$ cat config.mk
export PLATFORM = sky130hd
export DESIGN_NAME = encoder_4to2_reg_flat
export DESIGN_NICKNAME = d
export VERILOG_FILES = /design/src/rtl/encoder_4to2_reg_if.sv /design/src/rtl/encoder_4to2_reg.sv /design/src/flat_wrapper.sv
export SDC_FILE = /design/constraint.sdc
export NUM_CORES = 1
export LEC_CHECK = 0
export BUFFER_PORTS_ARGS = -buffer_cell sky130_fd_sc_hd__buf_2
export CORE_ASPECT_RATIO = 0.9
export CORE_MARGIN = 5
export CORE_UTILIZATION = 40
export DETAILED_ROUTE_END_ITERATION = 12
export PLACE_DENSITY = 0.65
export SYNTH_ARGS = -nofsm -noshare
export SYNTH_HDL_FRONTEND = slang
export SYNTH_SLANG_ARGS = --single-unit
$ cat constraint.sdc
create_clock -name clk -period 3.5 [get_ports clk]
set_clock_uncertainty 0.15 [all_clocks]
set_input_delay 0.875 -clock clk [delete_from_list [all_inputs] [get_ports clk]]
set_output_delay 0.875 -clock clk [all_outputs]
set_load 0.02 [all_outputs]
$ cat src/rtl/encoder_4to2_reg_if.sv
// Handshake bundle for the registered priority encoder.
// The master side offers one-hot words and consumes results; the slave side
// is the encoder itself.
interface encoder_4to2_reg_if #(
    parameter int WIDTH = 4,
    parameter int OUT_W = 2,
    parameter int CNT_W = 8
);
    logic             in_valid;
    logic             in_ready;
    logic [WIDTH-1:0] d;
    logic             out_valid;
    logic             out_ready;
    logic [OUT_W-1:0] y;
    logic             zero;
    logic             multi;
    logic [CNT_W-1:0] err_cnt;

    modport master (
        output in_valid,
        output d,
        output out_ready,
        input  in_ready,
        input  out_valid,
        input  y,
        input  zero,
        input  multi,
        input  err_cnt
    );

    modport slave (
        input  in_valid,
        input  d,
        input  out_ready,
        output in_ready,
        output out_valid,
        output y,
        output zero,
        output multi,
        output err_cnt
    );
endinterface

$ cat src/rtl/encoder_4to2_reg.sv
// Registered priority encoder with a one-entry output buffer.
// Accepts a one-hot word on a valid/ready handshake and returns the index of
// the highest set bit one clock later, together with zero / not-one-hot flags.
// Malformed words (zero or multiple bits set) are tallied in a saturating
// counter that is independent of the output side.
module encoder_4to2_reg #(
    parameter int WIDTH = 4,
    parameter int OUT_W = 2,   // must equal log2(WIDTH)
    parameter int CNT_W = 8
) (
    input  logic              clk,
    input  logic              rst,
    encoder_4to2_reg_if.slave bus
);

    // The buffer state is the only thing that decides whether a result is held,
    // so out_valid is simply "state is FULL".
    typedef enum logic {
        EMPTY = 1'b0,
        FULL  = 1'b1
    } state_t;

    state_t           state_q,   state_d;
    logic [OUT_W-1:0] y_q,       y_d;
    logic             zero_q,    zero_d;
    logic             multi_q,   multi_d;
    logic [CNT_W-1:0] err_cnt_q, err_cnt_d;

    logic             in_ready;
    logic             accept;
    logic [OUT_W-1:0] y_enc;
    logic             zero_enc;
    logic             multi_enc;
    logic             seen;

    // Priority encode d from the MSB down; any 1 below an already-seen 1 marks
    // the word as not one-hot.
    always_comb begin
        y_enc     = '0;
        multi_enc = 1'b0;
        seen      = 1'b0;
        for (int i = WIDTH - 1; i >= 0; i--) begin
            if (bus.d[i]) begin
                if (seen) begin
                    multi_enc = 1'b1;
                end else begin
                    y_enc = OUT_W'(i);
                end
                seen = 1'b1;
            end
        end
        zero_enc = ~seen;
    end

    // Handshake: a slot is free when empty or when the held result leaves this
    // cycle, which lets back-to-back words stream without a bubble.
    always_comb begin
        in_ready = (state_q == EMPTY) | bus.out_ready;
        accept   = bus.in_valid & in_ready;
    end

    // Next-state and next-output computation for the buffer and the counter.
    always_comb begin
        state_d   = state_q;
        y_d       = y_q;
        zero_d    = zero_q;
        multi_d   = multi_q;
        err_cnt_d = err_cnt_q;
        if (accept) begin
            state_d = FULL;
            y_d     = y_enc;
            zero_d  = zero_enc;
            multi_d = multi_enc;
            if ((zero_enc | multi_enc) && (err_cnt_q != {CNT_W{1'b1}})) begin
                err_cnt_d = err_cnt_q + CNT_W'(1);
            end
        end else if (bus.out_ready) begin
            // Result consumed with nothing new behind it; the old payload is
            // left in place but no longer flagged valid.
            state_d = EMPTY;
        end
    end

    // State and registered outputs; reset drops any held result.
    always_ff @(posedge clk) begin
        if (rst) begin
            state_q   <= EMPTY;
            y_q       <= '0;
            zero_q    <= 1'b0;
            multi_q   <= 1'b0;
            err_cnt_q <= '0;
        end else begin
            state_q   <= state_d;
            y_q       <= y_d;
            zero_q    <= zero_d;
            multi_q   <= multi_d;
            err_cnt_q <= err_cnt_d;
        end
    end

    assign bus.in_ready  = in_ready;
    assign bus.out_valid = (state_q == FULL);
    assign bus.y         = y_q;
    assign bus.zero      = zero_q;
    assign bus.multi     = multi_q;
    assign bus.err_cnt   = err_cnt_q;

endmodule

$ cat src/flat_wrapper.sv
// flat-port wrapper written by rule: the top's interface ports become plain ports
module encoder_4to2_reg_flat 
#(
    parameter int WIDTH = 4,
    parameter int OUT_W = 2,                            
    parameter int CNT_W = 8
)
  (clk, rst, bus_in_valid, bus_d, bus_out_ready, bus_in_ready, bus_out_valid, bus_y, bus_zero, bus_multi, bus_err_cnt);
  encoder_4to2_reg_if #(.WIDTH(WIDTH), .OUT_W(OUT_W), .CNT_W(CNT_W)) bus_i ();
  input  logic clk;
  input  logic rst;
  input wire logic [$bits(bus_i.in_valid)-1:0] bus_in_valid;
  input wire logic [$bits(bus_i.d)-1:0] bus_d;
  input wire logic [$bits(bus_i.out_ready)-1:0] bus_out_ready;
  output wire logic [$bits(bus_i.in_ready)-1:0] bus_in_ready;
  output wire logic [$bits(bus_i.out_valid)-1:0] bus_out_valid;
  output wire logic [$bits(bus_i.y)-1:0] bus_y;
  output wire logic [$bits(bus_i.zero)-1:0] bus_zero;
  output wire logic [$bits(bus_i.multi)-1:0] bus_multi;
  output wire logic [$bits(bus_i.err_cnt)-1:0] bus_err_cnt;
  assign bus_i.in_valid = bus_in_valid;
  assign bus_i.d = bus_d;
  assign bus_i.out_ready = bus_out_ready;
  assign bus_in_ready = bus_i.in_ready;
  assign bus_out_valid = bus_i.out_valid;
  assign bus_y = bus_i.y;
  assign bus_zero = bus_i.zero;
  assign bus_multi = bus_i.multi;
  assign bus_err_cnt = bus_i.err_cnt;
  encoder_4to2_reg #(.WIDTH(WIDTH), .OUT_W(OUT_W), .CNT_W(CNT_W)) u_core (.clk(clk), .rst(rst), .bus(bus_i));
endmodule
; ---- Yosys cells after proc, flatten, opt, wreduce, memory -nomap -nowiden
; Cells that the tools add are included.
[totals]
inputBits = 8
out_inout_bits = 14
wordCells = 34
regBits = 13
[op_classes]
n_addsub = 1
n_eq_ne = 1
mux = 19
reduce_logical = 3
bitwise_logic = 5
[op_table]
columns = operator, n
row1 = $mux 2, 7
row2 = $mux 1, 12
row3 = $add 8x1->8 const B, 1
row4 = $ne 8x8->1 const B, 1
row5 = $not 1->1, 2
row6 = $or 1x1->1, 2
row7 = $reduce_and 2->1, 1
row8 = $reduce_bool 2->1, 1
row9 = $and 1x1->1, 1
row10 = $logic_and 1x1->1, 1

; ---- Longest topological paths before layout
[logic_depth]
word_depth = 10
mapped_depth = 6
ltp_nobuf = 5

; ---- Least setup slack after synthesis
; No wires, ideal clock.
[synth_path]
path_kind = in2reg
startpoint = in bus_d[2]
endpoint = reg u_core.err_cnt_q[5] (netlist: u_core.bus.err_cnt[5])
arrival_ps = 2135
n_path_buf = 2
stages = 6
setup_time_ps = 121
path_slack_ps = 1093
t_required_ps = 3229
path_cell_list = buf_6 > or4b_1 > o311ai_2 > buf_6 > nor4_2 > mux2_4
[synth_between]
elab_chain_cells = 8
word_cells_on_any_way = 12
cone_classes = mux: 8 / bitwise: 2 / reduce/logical: 2
[synth_lines]
columns = item, line_no
row1 = "start, declared", flat_wrapper.sv:13  ; input wire logic [$bits(bus_i.d)-1:0] bus_d;
row2 = $mux 1, encoder_4to2_reg.sv:43  ; if (bus.d[i]) begin
row3 = $mux 1, encoder_4to2_reg.sv:44  ; if (seen) begin
row4 = $mux 1, encoder_4to2_reg.sv:43
row5 = $mux 1, encoder_4to2_reg.sv:44
row6 = $mux 1, encoder_4to2_reg.sv:43
row7 = $or 1x1->1 (*), encoder_4to2_reg.sv:74  ; if ((zero_enc | multi_enc) && (err_cnt_q != {CNT_W{1'b1}})) begin
row8 = $logic_and 1x1->1 (*), encoder_4to2_reg.sv:74
row9 = $reduce_and 2->1 (no source line) (*), n/a
row10 = "end signal, assigned", encoder_4to2_reg.sv:97  ; err_cnt_q <= err_cnt_d;
row11 = "end, declared", encoder_4to2_reg.sv:27  ; logic [CNT_W-1:0] err_cnt_q, err_cnt_d;
; Every way passes the cells marked *; elsewhere a longest branch is shown, timed or not.
; A chain may end at the register's enable or synchronous reset.

; ---- Worst setup path after layout
[layout_path]
startpoint = in bus_out_ready
endpoint = out bus_in_ready
[layout_between]
elab_chain_cells = 1
[layout_lines]
columns = item, line_no
row1 = "start, declared", flat_wrapper.sv:14  ; input wire logic [$bits(bus_i.out_ready)-1:0] bus_out_ready;
row2 = $or 1x1->1, encoder_4to2_reg.sv:58  ; in_ready = (state_q == EMPTY) | bus.out_ready;
row3 = "end, declared", flat_wrapper.sv:15  ; output wire logic [$bits(bus_i.in_ready)-1:0] bus_in_ready;
; No other way between the ends.

==> results.yml <==
outcome:
  status: "finished clean"
final_layout:
  multi_input_area_sq_um: 395.4
  syn2layout_area_growth_pct: 18.54
  mostFrequentLayoutCell: "buf_2"
  post-route-cell-area_sq_um: 832.0
  fill_cells: 177
  diodes: 0
  fin_util_pct: 50.00
  final_cell_mix: "21 x buf_2, 13 x dfxtp_1, 10 x a21oi_1, 6 x nand2_1"
  layout.area.seq_sq_um: 260.3
  final_cells: 125
  fin_nets: 111
  drive_gt1_share_pct: 29.70
detailed_routing:
  top_layer: "met4"
  avgViaCountPerCell: 5.376
  wl_met1_um: 747
  dr.pass1.iters: 4
  wl_met3_um: 105
  post_drt_wl_per_cell_um: 12.86
  drtIter0Drc: 22
  wl_met2_um: 733
  vias: 672
  wl_mm: 1.608
  drc: 0
  detail-route-antenna-nets: 0
placement:
  gp_congestion: 0.6864
  place_ws_ps: 872.4
  postPlaceCellArea_sq_um: 805.8
  dp_hpwl_mm: 1.128
  dp.cells: 121
  portBuffers: 21
sta:
  worst_pin_slew_ps: 929.2
  setup_slack_ps: 1126
  hold-worst-slack_ps: 309.3
  setup_tns_ps: 0
  drv_slew: 0
  rsz0062_at_grt: "no"
  setup_viol: 0
  slew-limit-headroom_pct: 37.78
  finalHoldViolCount: 0
  fin_crit_ps: 2374
  fmax_mhz: 421.2
  finalCritPeriodShare_pct: 67.84
global_routing:
  grt_pass1_wl_mm: 2.732
  grt_pass1_vias: 617
  grt_max_degree: 16
  track_usage_pct: 13.63
  antenna_found_initial: 0
  grt-ovfl-total: 0
worst_setup_path:
  crit_chain: "buf_2, nand2b_1, buf_2"
  cp_slowest_cell: "nand2b_1"
  cp-end-kind: "output port"
  cp.buffers_inverters: 2
  crit_top_cell: "buf_2"
  cp_max_fo: 5
  crit_family: "buffers and inverters"
  critPathArrivalTime_ps: 1350
  start_kind: "input port"
  crit_type: "in -> out"
  max_stage_delay_ps: 190
  required_ps: 2470
clock_tree:
  cts_resized: 0
  clk_pin_slew_ps: 80
  cts_buffers: 3
  cts_setup_buffers: 0
  cts_max_level: 1
  hold_buffers: 0
  cts_num_sinks: 13
  clk_latency_ps: 280
  cts_tree: "yes"
  clockBufferDepth: 2
  cts_root_buffer: "clkbuf_4"
logic_synthesis:
  yosysTopAreaCellShare_pct: 37.08
  avgSynthCellArea_sq_um: 8.774
  ys_ff_latch: 13
  yosysWarnings: 0
  syn_inst: 80
  yosysTopAreaCell: "dfxtp_1"
  synth_area_leaders: "dfxtp_1 37%, a21oi_1 7.1%, mux2_4 4.3%, o31ai_1 4.3%, or4_1 4.3%"
  synth_nets: 89
  synth-seq-area-share_pct: 37.08
  ys_types: 29
  syn_area_sq_um: 701.9
pwr:
  power_uw: 302.0
  leakage_nw: 0.3235
  ir_drop_v: 0.0001895
  power.density_mw_per_mm2: 362.9
floorplanning:
  ios: 22
  fp.coreArea_sq_mm: 0.001664
  fp.dieW_um: 54.16
  die-area_sq_mm: 0.002694
  die_h_um: 49.74
  rows: 14
  initial_core_util_pct: 42.18
job:
  drv_cap: 0
worst_hold_path:
  hold_path.class: "reg -> reg"
-- path summary, 6_finish.rpt --
| kind | start | to | slack, ps | depth (start not counted) |
|---|---|---|---|---|
| worst max-delay path | bus_out_ready | bus_in_ready | 1130 | 3 |
| worst min-delay path | u_core.bus.multi$_SDFFE_PP0P_ | u_core.bus.multi$_SDFFE_PP0P_ | 310 | 2 |
| worst max register to register | u_core.bus.err_cnt[0]$_SDFFE_PP0P_ | u_core.bus.err_cnt[5]$_SDFFE_PP0P_ | 1340 | 5 |
| worst min register to register | u_core.bus.multi$_SDFFE_PP0P_ | u_core.bus.multi$_SDFFE_PP0P_ | 310 | 2 |
-- where the power goes --
| group | switching [mW] | total [mW] | internal [mW] | leakage (nW) |
|---|---|---|---|---|
| Clock | 0.0517 | 0.0959 | 0.0442 | 0.0150 |
| Combinational | 0.0325 | 0.0492 | 0.0167 | 0.202 |
| Sequential | 0.00355 | 0.157 | 0.153 | 0.106 |
-- state kept, by name (all words and copies together) (netlist names) --
name and cells:
u_core.bus.zero 1, u_core.bus.multi 1, u_core.bus.err_cnt 8, u_core.bus.out_valid 1
u_core.bus.y 2
-- metal layers --
layer / track usage (%) / up-vias
met2: 20.12 / 16
met5: 0 / -
met4: 6.224 / 0
met3: 3.313 / 4
li1: - / 343
met1: 18.25 / 309
-- worst reg2reg max path, stage by stage, from the launching register on --
cell	delay, ps
dfxtp_1	400
ha_1	230
nand3_1	90
o211ai_1	750
nor4_2	110
mux2_4	320
-- cell type report --
type                    instances  share of cell area (%)
repair buffers                 21                   12.63
multi-input cells              59                   47.52
flip-flops and latches         13                   31.28
inverters                       4                   1.805
clock buffers                   4                   3.158
well taps                      24                   3.609
-- synth_stat cells --
cell type and count:
or2_2 1, a211oi_1 1, mux2_4 2, maj3_1 1
o311ai_2 1, nor2_1 4, nand2_1 6, buf_6 2
nor4_1 1, or4_1 4, xnor2_1 1, or3_1 3
inv_1 4, nand4_1 1, clkbuf_1 1, nand3_1 4
nor3_1 2, ha_1 1, o211ai_1 2, nand2b_1 1
o31ai_1 4, a21oi_1 10, nor4_2 2, dfxtp_1 13
o21ai_0 2, or4b_1 2, nor2b_1 2, and2_1 1
buf_2 1
-- kinds of logic (layout without fill, tap and decap cells) --
kind of cell               Yosys count  count (layout)  synth area share (%)
and+or+nand+nor                     34              34                 29.24
adders and majority gates            2               2                 3.208
muxes                                2               2                 4.278
xor gates and xnor gates             1               1                 1.248
DFF                                 13              13                 37.08
buffers and inverters                8              29                 6.593
AOI/OAI and AO/OA                   20              20                 18.36
(Power assumes the default switching activity.)
